**src/rtl/ex_muldiv_pkg.sv**
```systemverilog
// Shared definitions for the RV32M multiply/divide unit: funct3 codes,
// FSM states, iteration bound and a conditional two's-complement helper.
package ex_muldiv_pkg;

   localparam logic [2:0] INST_MUL    = 3'b000;
   localparam logic [2:0] INST_MULH   = 3'b001;
   localparam logic [2:0] INST_MULHSU = 3'b010;
   localparam logic [2:0] INST_MULHU  = 3'b011;
   localparam logic [2:0] INST_DIV    = 3'b100;
   localparam logic [2:0] INST_DIVU   = 3'b101;
   localparam logic [2:0] INST_REM    = 3'b110;
   localparam logic [2:0] INST_REMU   = 3'b111;

   localparam logic [4:0] MD_ITER_LAST = 5'd31;

   typedef enum logic [1:0] {
      MD_IDLE = 2'd0,
      MD_CALC = 2'd1,
      MD_END  = 2'd2
   } md_state_t;

   // Negates v when neg is set; doubles as absolute value and sign fix-up.
   function automatic logic [31:0] mag(input logic [31:0] v, input logic neg);
      return neg ? (~v + 32'd1) : v;
   endfunction

endpackage

```
**src/rtl/ex_muldiv_div_iter.sv**
```systemverilog
// Restoring radix-2 divider datapath on magnitudes: one quotient bit per step.
// The 5-bit step counter also paces the iterative multiplier in the parent.
module ex_muldiv_div_iter (
   input  logic        clk,
   input  logic        rst,
   input  logic        i_load,
   input  logic        i_step,
   input  logic [31:0] i_dividend,
   input  logic [31:0] i_divisor,
   output logic [31:0] o_quot,
   output logic [31:0] o_rem,
   output logic [4:0]  o_cnt
);

   logic [31:0] r_dividend;
   logic [31:0] r_divisor;
   logic [31:0] r_rem;
   logic [31:0] r_quot;
   logic [4:0]  r_cnt;

   logic [32:0] w_shifted;
   logic [31:0] w_diff;
   logic        w_ge;

   // Partial remainder stays below the divisor, so modulo-2^32 subtraction is exact.
   assign w_shifted = {r_rem, r_dividend[31]};
   assign w_ge      = w_shifted >= {1'b0, r_divisor};
   assign w_diff    = w_shifted[31:0] - r_divisor;

   always_ff @(posedge clk) begin
      if (rst) begin
         r_dividend <= '0;
         r_divisor  <= '0;
         r_rem      <= '0;
         r_quot     <= '0;
         r_cnt      <= '0;
      end else if (i_load) begin
         r_dividend <= i_dividend;
         r_divisor  <= i_divisor;
         r_rem      <= '0;
         r_quot     <= '0;
         r_cnt      <= '0;
      end else if (i_step) begin
         r_dividend <= {r_dividend[30:0], 1'b0};
         r_rem      <= w_ge ? w_diff : w_shifted[31:0];
         r_quot     <= {r_quot[30:0], w_ge};
         r_cnt      <= r_cnt + 5'd1;
      end
   end

   assign o_quot = r_quot;
   assign o_rem  = r_rem;
   assign o_cnt  = r_cnt;

endmodule

```
**src/rtl/ex_muldiv.sv**
```systemverilog
// Multi-cycle RV32M multiply/divide unit for the execute stage.
// MULDIV_FAST_MUL_EN: single-cycle multiplier instead of 32-step shift-add.
module ex_muldiv
   import ex_muldiv_pkg::*;
#(
   parameter int XLEN = 32
) (
   input  logic            clk,
   input  logic            rst,
   input  logic            start_i,
   input  logic            kill_i,
   input  logic [XLEN-1:0] op1_i,
   input  logic [XLEN-1:0] op2_i,
   input  logic [2:0]      funct3_i,
   input  logic [4:0]      reg_waddr_i,
   output logic            hold_req_o,
   output logic            ready_o,
   output logic [XLEN-1:0] result_o,
   output logic [4:0]      reg_waddr_o,
   output logic            busy_o
);

   md_state_t   r_state;
   logic [2:0]  r_funct3;
   logic [4:0]  r_rd;
   logic        r_special;
   logic        r_neg_res;
   logic        r_neg_rem;
   logic [31:0] r_spec_res;
   logic [31:0] r_mplier;
   logic [63:0] r_acc;
   logic [63:0] r_mcand;

   logic        w_start, w_is_div, w_s1, w_s2, w_neg1, w_neg2;
   logic        w_div0, w_ovf, w_special, w_to_end, w_neg_res;
   logic [31:0] w_abs1, w_abs2, w_spec_res;
   logic [31:0] w_quot_raw, w_rem_raw, w_quot, w_rem, w_result;
   logic [63:0] w_acc_init, w_prod;
   logic [4:0]  w_cnt;

   assign w_start  = (r_state == MD_IDLE) & start_i & ~kill_i;
   assign w_is_div = funct3_i[2];
   assign w_s1 = (funct3_i == INST_MULH) | (funct3_i == INST_MULHSU) |
                 (funct3_i == INST_DIV)  | (funct3_i == INST_REM);
   assign w_s2 = (funct3_i == INST_MULH) | (funct3_i == INST_DIV) | (funct3_i == INST_REM);
   assign w_neg1 = w_s1 & op1_i[31];
   assign w_neg2 = w_s2 & op2_i[31];
   assign w_abs1 = mag(op1_i, w_neg1);
   assign w_abs2 = mag(op2_i, w_neg2);

   assign w_div0     = w_is_div & (op2_i == '0);
   assign w_ovf      = w_is_div & ~funct3_i[0] & (op1_i == 32'h8000_0000) & (op2_i == '1);
   assign w_special  = w_div0 | w_ovf;
   assign w_spec_res = w_div0 ? (funct3_i[1] ? op1_i : 32'hFFFF_FFFF)
                              : (funct3_i[1] ? 32'h0 : 32'h8000_0000);

`ifdef MULDIV_FAST_MUL_EN
   logic [63:0] w_fop1, w_fop2;
   // Sign-extended 33-bit operands; the low 64 product bits are all MUL* needs.
   assign w_fop1     = {{32{w_neg1}}, op1_i};
   assign w_fop2     = {{32{w_neg2}}, op2_i};
   assign w_acc_init = w_fop1 * w_fop2;
   assign w_to_end   = w_special | ~w_is_div;
   assign w_neg_res  = w_is_div & (w_neg1 ^ w_neg2);
`else
   assign w_acc_init = '0;
   assign w_to_end   = w_special;
   assign w_neg_res  = w_neg1 ^ w_neg2;
`endif

   ex_muldiv_div_iter u_div_iter (
      .clk        (clk),
      .rst        (rst),
      .i_load     (w_start),
      .i_step     (r_state == MD_CALC),
      .i_dividend (w_abs1),
      .i_divisor  (w_abs2),
      .o_quot     (w_quot_raw),
      .o_rem      (w_rem_raw),
      .o_cnt      (w_cnt)
   );

   always_ff @(posedge clk) begin
      if (rst) begin
         r_state    <= MD_IDLE;
         r_funct3   <= '0;
         r_rd       <= '0;
         r_special  <= 1'b0;
         r_neg_res  <= 1'b0;
         r_neg_rem  <= 1'b0;
         r_spec_res <= '0;
         r_mplier   <= '0;
         r_acc      <= '0;
         r_mcand    <= '0;
      end else if (kill_i) begin
         r_state <= MD_IDLE;
      end else begin
         case (r_state)
            MD_IDLE: if (w_start) begin
               r_funct3   <= funct3_i;
               r_rd       <= reg_waddr_i;
               r_special  <= w_special;
               r_spec_res <= w_spec_res;
               r_neg_res  <= w_neg_res;
               r_neg_rem  <= w_neg1;
               r_acc      <= w_acc_init;
               r_mcand    <= {32'd0, w_abs1};
               r_mplier   <= w_abs2;
               r_state    <= w_to_end ? MD_END : MD_CALC;
            end
            MD_CALC: begin
               if (r_mplier[0]) r_acc <= r_acc + r_mcand;
               r_mcand  <= {r_mcand[62:0], 1'b0};
               r_mplier <= {1'b0, r_mplier[31:1]};
               if (w_cnt == MD_ITER_LAST) r_state <= MD_END;
            end
            MD_END:  r_state <= MD_IDLE;
            default: r_state <= MD_IDLE;
         endcase
      end
   end

   // Sign fix-up happens on the settled datapath while in END.
   assign w_prod = r_neg_res ? (~r_acc + 64'd1) : r_acc;
   assign w_quot = mag(w_quot_raw, r_neg_res);
   assign w_rem  = mag(w_rem_raw, r_neg_rem);

   always_comb begin
      w_result = '0;
      if (r_special) begin
         w_result = r_spec_res;
      end else begin
         case (r_funct3)
            INST_MUL:                          w_result = w_prod[31:0];
            INST_MULH, INST_MULHSU, INST_MULHU: w_result = w_prod[63:32];
            INST_DIV, INST_DIVU:               w_result = w_quot;
            default:                           w_result = w_rem;
         endcase
      end
   end

   assign ready_o     = (r_state == MD_END);
   assign result_o    = ready_o ? w_result : '0;
   assign reg_waddr_o = ready_o ? r_rd : '0;
   assign busy_o      = (r_state != MD_IDLE);
   assign hold_req_o  = w_start | (r_state == MD_CALC);

endmodule

```
**config.mk**
```make
export PLATFORM = sky130hd
export DESIGN_NAME = ex_muldiv
export DESIGN_NICKNAME = d
export VERILOG_FILES = /design/src/rtl/ex_muldiv_pkg.sv /design/src/rtl/ex_muldiv_div_iter.sv /design/src/rtl/ex_muldiv.sv
export SDC_FILE = /design/constraint.sdc
export NUM_CORES = 1
export LEC_CHECK = 0
export ABC_AREA = 1
export BUFFER_PORTS_ARGS = -buffer_cell sky130_fd_sc_hd__clkbuf_2
export CAP_MARGIN = 30
export CORE_ASPECT_RATIO = 1.75
export CORE_UTILIZATION = 35
export CTS_BUF_LIST = sky130_fd_sc_hd__clkbuf_4
export DETAILED_ROUTE_END_ITERATION = 6
export MAX_ROUTING_LAYER = met4
export PLACE_DENSITY = 0.5
export SYNTH_ARGS = -nofsm -noshare
export SYNTH_HDL_FRONTEND = slang
export SYNTH_HIERARCHICAL = 1
export SYNTH_SLANG_ARGS = --single-unit
```
**constraint.sdc**
```tcl
create_clock -name clk -period 2.2 [get_ports clk]
set_input_delay 0 -clock clk [delete_from_list [all_inputs] [get_ports clk]]
set_output_delay 0 -clock clk [all_outputs]
set_load 0.01 [all_outputs]
```
==> impl_results.md <==
* Status: finished, violations left
* Failing checks: setup timing
* Clock-pin slew on the worst setup and hold paths at approximately 70 ps
* TritonCTS clock tree: done
* Die extent in y at approximately 380 um
* Critical path class: flop to output pin
* Clock sink total at ~340
* Grt ovf at 0
* Number of CTS-inserted buffers at 95
* Vias at approximately 38,000
* Worst endpoint data arrival time at 3170 ps
* Final WS setup at -973 ps
* DRC viols at 0
* Syn Area/Cell at roughly 5.6 um^2
* Initial Utilization at between 30% and 40%
* Final slew viol count at 0
* Global placement routability congestion at a little over 1
* Clock buffer depth at 3
* Clock latency on the worst-skew pair at ~1000 ps
* Routed WL per cell at approximately 21 um
* Synth area leaders: dfxtp_1 (24%), nand2_1 (21%), inv_1 (8.5%)
* Die Wd at 218 um
* Crit-path max FO at 5
* Final Skew at approximately 80 ps
* Nature of the critical path startpoint: flop
* DR iter-0 viols at roughly 2,400
* Setup TNS at -33,470 ps
* Fmax achieved at ~320 MHz
* Synth area leader: dfxtp_1
* Filler Cell Count at around 8,300
* Least-Margin Pin Slew at about 1200 ps
* Critical Path RT at ~2200 ps
* GR Layer Usage met2 at about 64%
* Nets at 6,242
* Post-Syn Nets at 5,261
* Vias in the first global route at roughly 37,000
* Most common cell after layout, fill and taps aside: nand2_1
* Core Box Area at roughly 0.081 mm^2
* Hold Vio Cnt, Final at 0
* Warnings from Yosys at 6
* Die area at between 0.08 and 0.09 mm^2
* Met3 Use GR at 4.95%
* Power Density at slightly above 400 mW/mm^2
* Drt pass-1 iters at 6
* Endpoint type of the worst setup path: output pin
* Synthesized cell area at 0.0286 mm^2
* Static Leak at 21.9 nW
* Final number of setup-violating endpoints at 91
* Pre-CTS setup slack at -278 ps
* Top FF cell, synth: dfxtp_1
* Post-synth top area share at 23.7%
* Commonest cells after routing, fill and taps aside: nand2_1 (1,272), buf_4 (686), inv_1 (572)
* Register bit count reported by yosys at between 300 and 400
* # H-tree levels at 3
* RSZ-0062 raised after global routing: yes
* Port Buf Inserts at around 120
* Final WL at approximately 150,000 um
* Number of antenna violations at the first check in global routing at 9
* Sequential cell area fraction in the yosys report at 23.7%
* GR peak layer: met2
* Slew margin rel. at a little under a fifth
* Synth unique cells at 54
* Area grow syn2layout at 54.5%
* Max-Cap Viols at 0
* # IOs at around 120
* Largest net degree at the start of global routing at about 120
* Peak supply drop at ~0.38 mV
* Tmin final at roughly 3200 ps
* DRT antenna net count at 0
* First-pass GRT wire length at 219,000 um
* Global Route Usage Sum at about 36%
* Sum of net half-perimeters after detailed placement at ~120,000 um
* Hold Crit Class: primary input to flop
* EDFF count, synth at 0
* Tcrit/Tclk final at 144%
* Layout cells sized above 1 at 33.9%
* Total Power at roughly 0.018 W
* Met1 Resource Use GR at roughly 34%
* Post-Syn Instances at roughly 5,100
* Hold Slack at 91.5 ps
* Vias/cell at approximately 5.2
* Rows at 138
* Root Buffer: clkbuf_4
* FFs w/ async S/R, synth at 0%
cell type report:
type	instances	area (um^2)	area share, %
antenna	11	27.5	0.0624
clock buffer	135	1010	2.30
clock inverter	28	216	0.490
inverter	665	2540	5.75
multi-input combinational	3893	22900	51.9
sequential	338	6910	15.7
tap	1050	1310	2.98
timing repair buffer	1069	9230	20.9
path summary, 6_finish.rpt:
kind	startpoint	slack [ps]	end	depth (start not counted)
max	r_acc[7]$_SDFFE_PP0P_	-970	result_o[27]	13
min	op2_i[10]	90	r_mplier[10]$_SDFFE_PP0P_	6
max reg2reg	r_acc[0]$_SDFFE_PP0P_	-220	r_acc[28]$_SDFFE_PP0P_	19
min reg2reg	r_rd[4]$_SDFFE_PP0P_	450	r_rd[4]$_SDFFE_PP0P_	2
layer usage:
layer | up-vias | share of wire, %
met5 | - | 0
met4 | 0 | 11
met3 | 591 | 4.3
met2 | 1279 | 51
met1 | 17400 | 34
li1 | 18400 | -
cell usage after synthesis, types with 12 or more instances:
cell      instances
or2_2            17
inv_1           647
nor2_1          616
o211ai_1         44
nand3_1         408
o221ai_1         29
nand4_1          53
nand3b_1         31
ha_1            102
nand2_1        1568
xor2_1           55
dfxtp_1         338
a31oi_1          14
a21oi_1         461
nand2_2          17
buf_2            12
o21ai_0         271
o21ai_1          17
nor3_1           87
o21bai_1         18
clkbuf_1        148
state kept, by name (all words and copies together), names as in the netlist, 2 cells and up:
name,cells
r_rd,5
u_div_iter/r_dividend,32
u_div_iter/o_quot,32
u_div_iter/r_divisor,32
r_funct3,3
r_state,2
r_mplier,32
r_mcand,64
r_spec_res,32
u_div_iter/o_cnt,5
r_acc,64
u_div_iter/o_rem,32
per-stage QoR:
| stage | util, % | instances | area, um^2 |
|---|---|---|---|
| 2_1_floorplan | - | 5081 | 28600 |
| 3_3_place_gp | 43.6 | 6744 | 35200 |
| 3_5_place_dp | 43.6 | 6747 | 35300 |
| 4_1_cts | 51.2 | 7129 | 41400 |
| 5_1_grt | 54.6 | 7187 | 44100 |
| 6_report | 54.6 | 7189 | 44100 |
worst max-delay path, cell delays in order (launching register included):
cell and delay (ps):
dfxtp_4 390, nor2_2 180, nand2_2 90, nor2_4 150, buf_4 150, nand4_1 200, nand3_1 140, nand3_2 140
nand2_1 120, nor2_2 40, nand2_2 90, nand2_2 90, a21oi_2 160, clkbuf_8 180
power by group:
group / switching, W / internal, W / leakage, nW
clock: 0.00322 / 0.00319 / 0.731
sequential: 0.000160 / 0.00631 / 2.79
combinational: 0.00324 / 0.00224 / 18.4
total: 0.00662 / 0.0117 / 21.9
cell families (layout without fill, tap and decap cells):
group | Yosys count | count (layout) | synth area share (%)
AND/OR/NAND/NOR | 2848 | 2848 | 41.6
AO/OA/AOI/OAI | 877 | 877 | 16.6
buffers and inverters | 850 | 1897 | 11.6
flip-flops | 338 | 338 | 23.7
adder cells (fa/ha/maj) | 104 | 104 | 4.61
XOR/XNOR | 64 | 64 | 1.96
other | 0 | 11 | 0
repair_timing:
action,in CTS,in global routing
pin swaps,162,255
cloned,8,2
buffers inserted,62,63
resized for setup,718,678
setup endpoints to repair,117,255
hold buffers,155,2
endpoints found under the hold margin,323,7
Note: power is estimated with default switching activity, not from simulation.
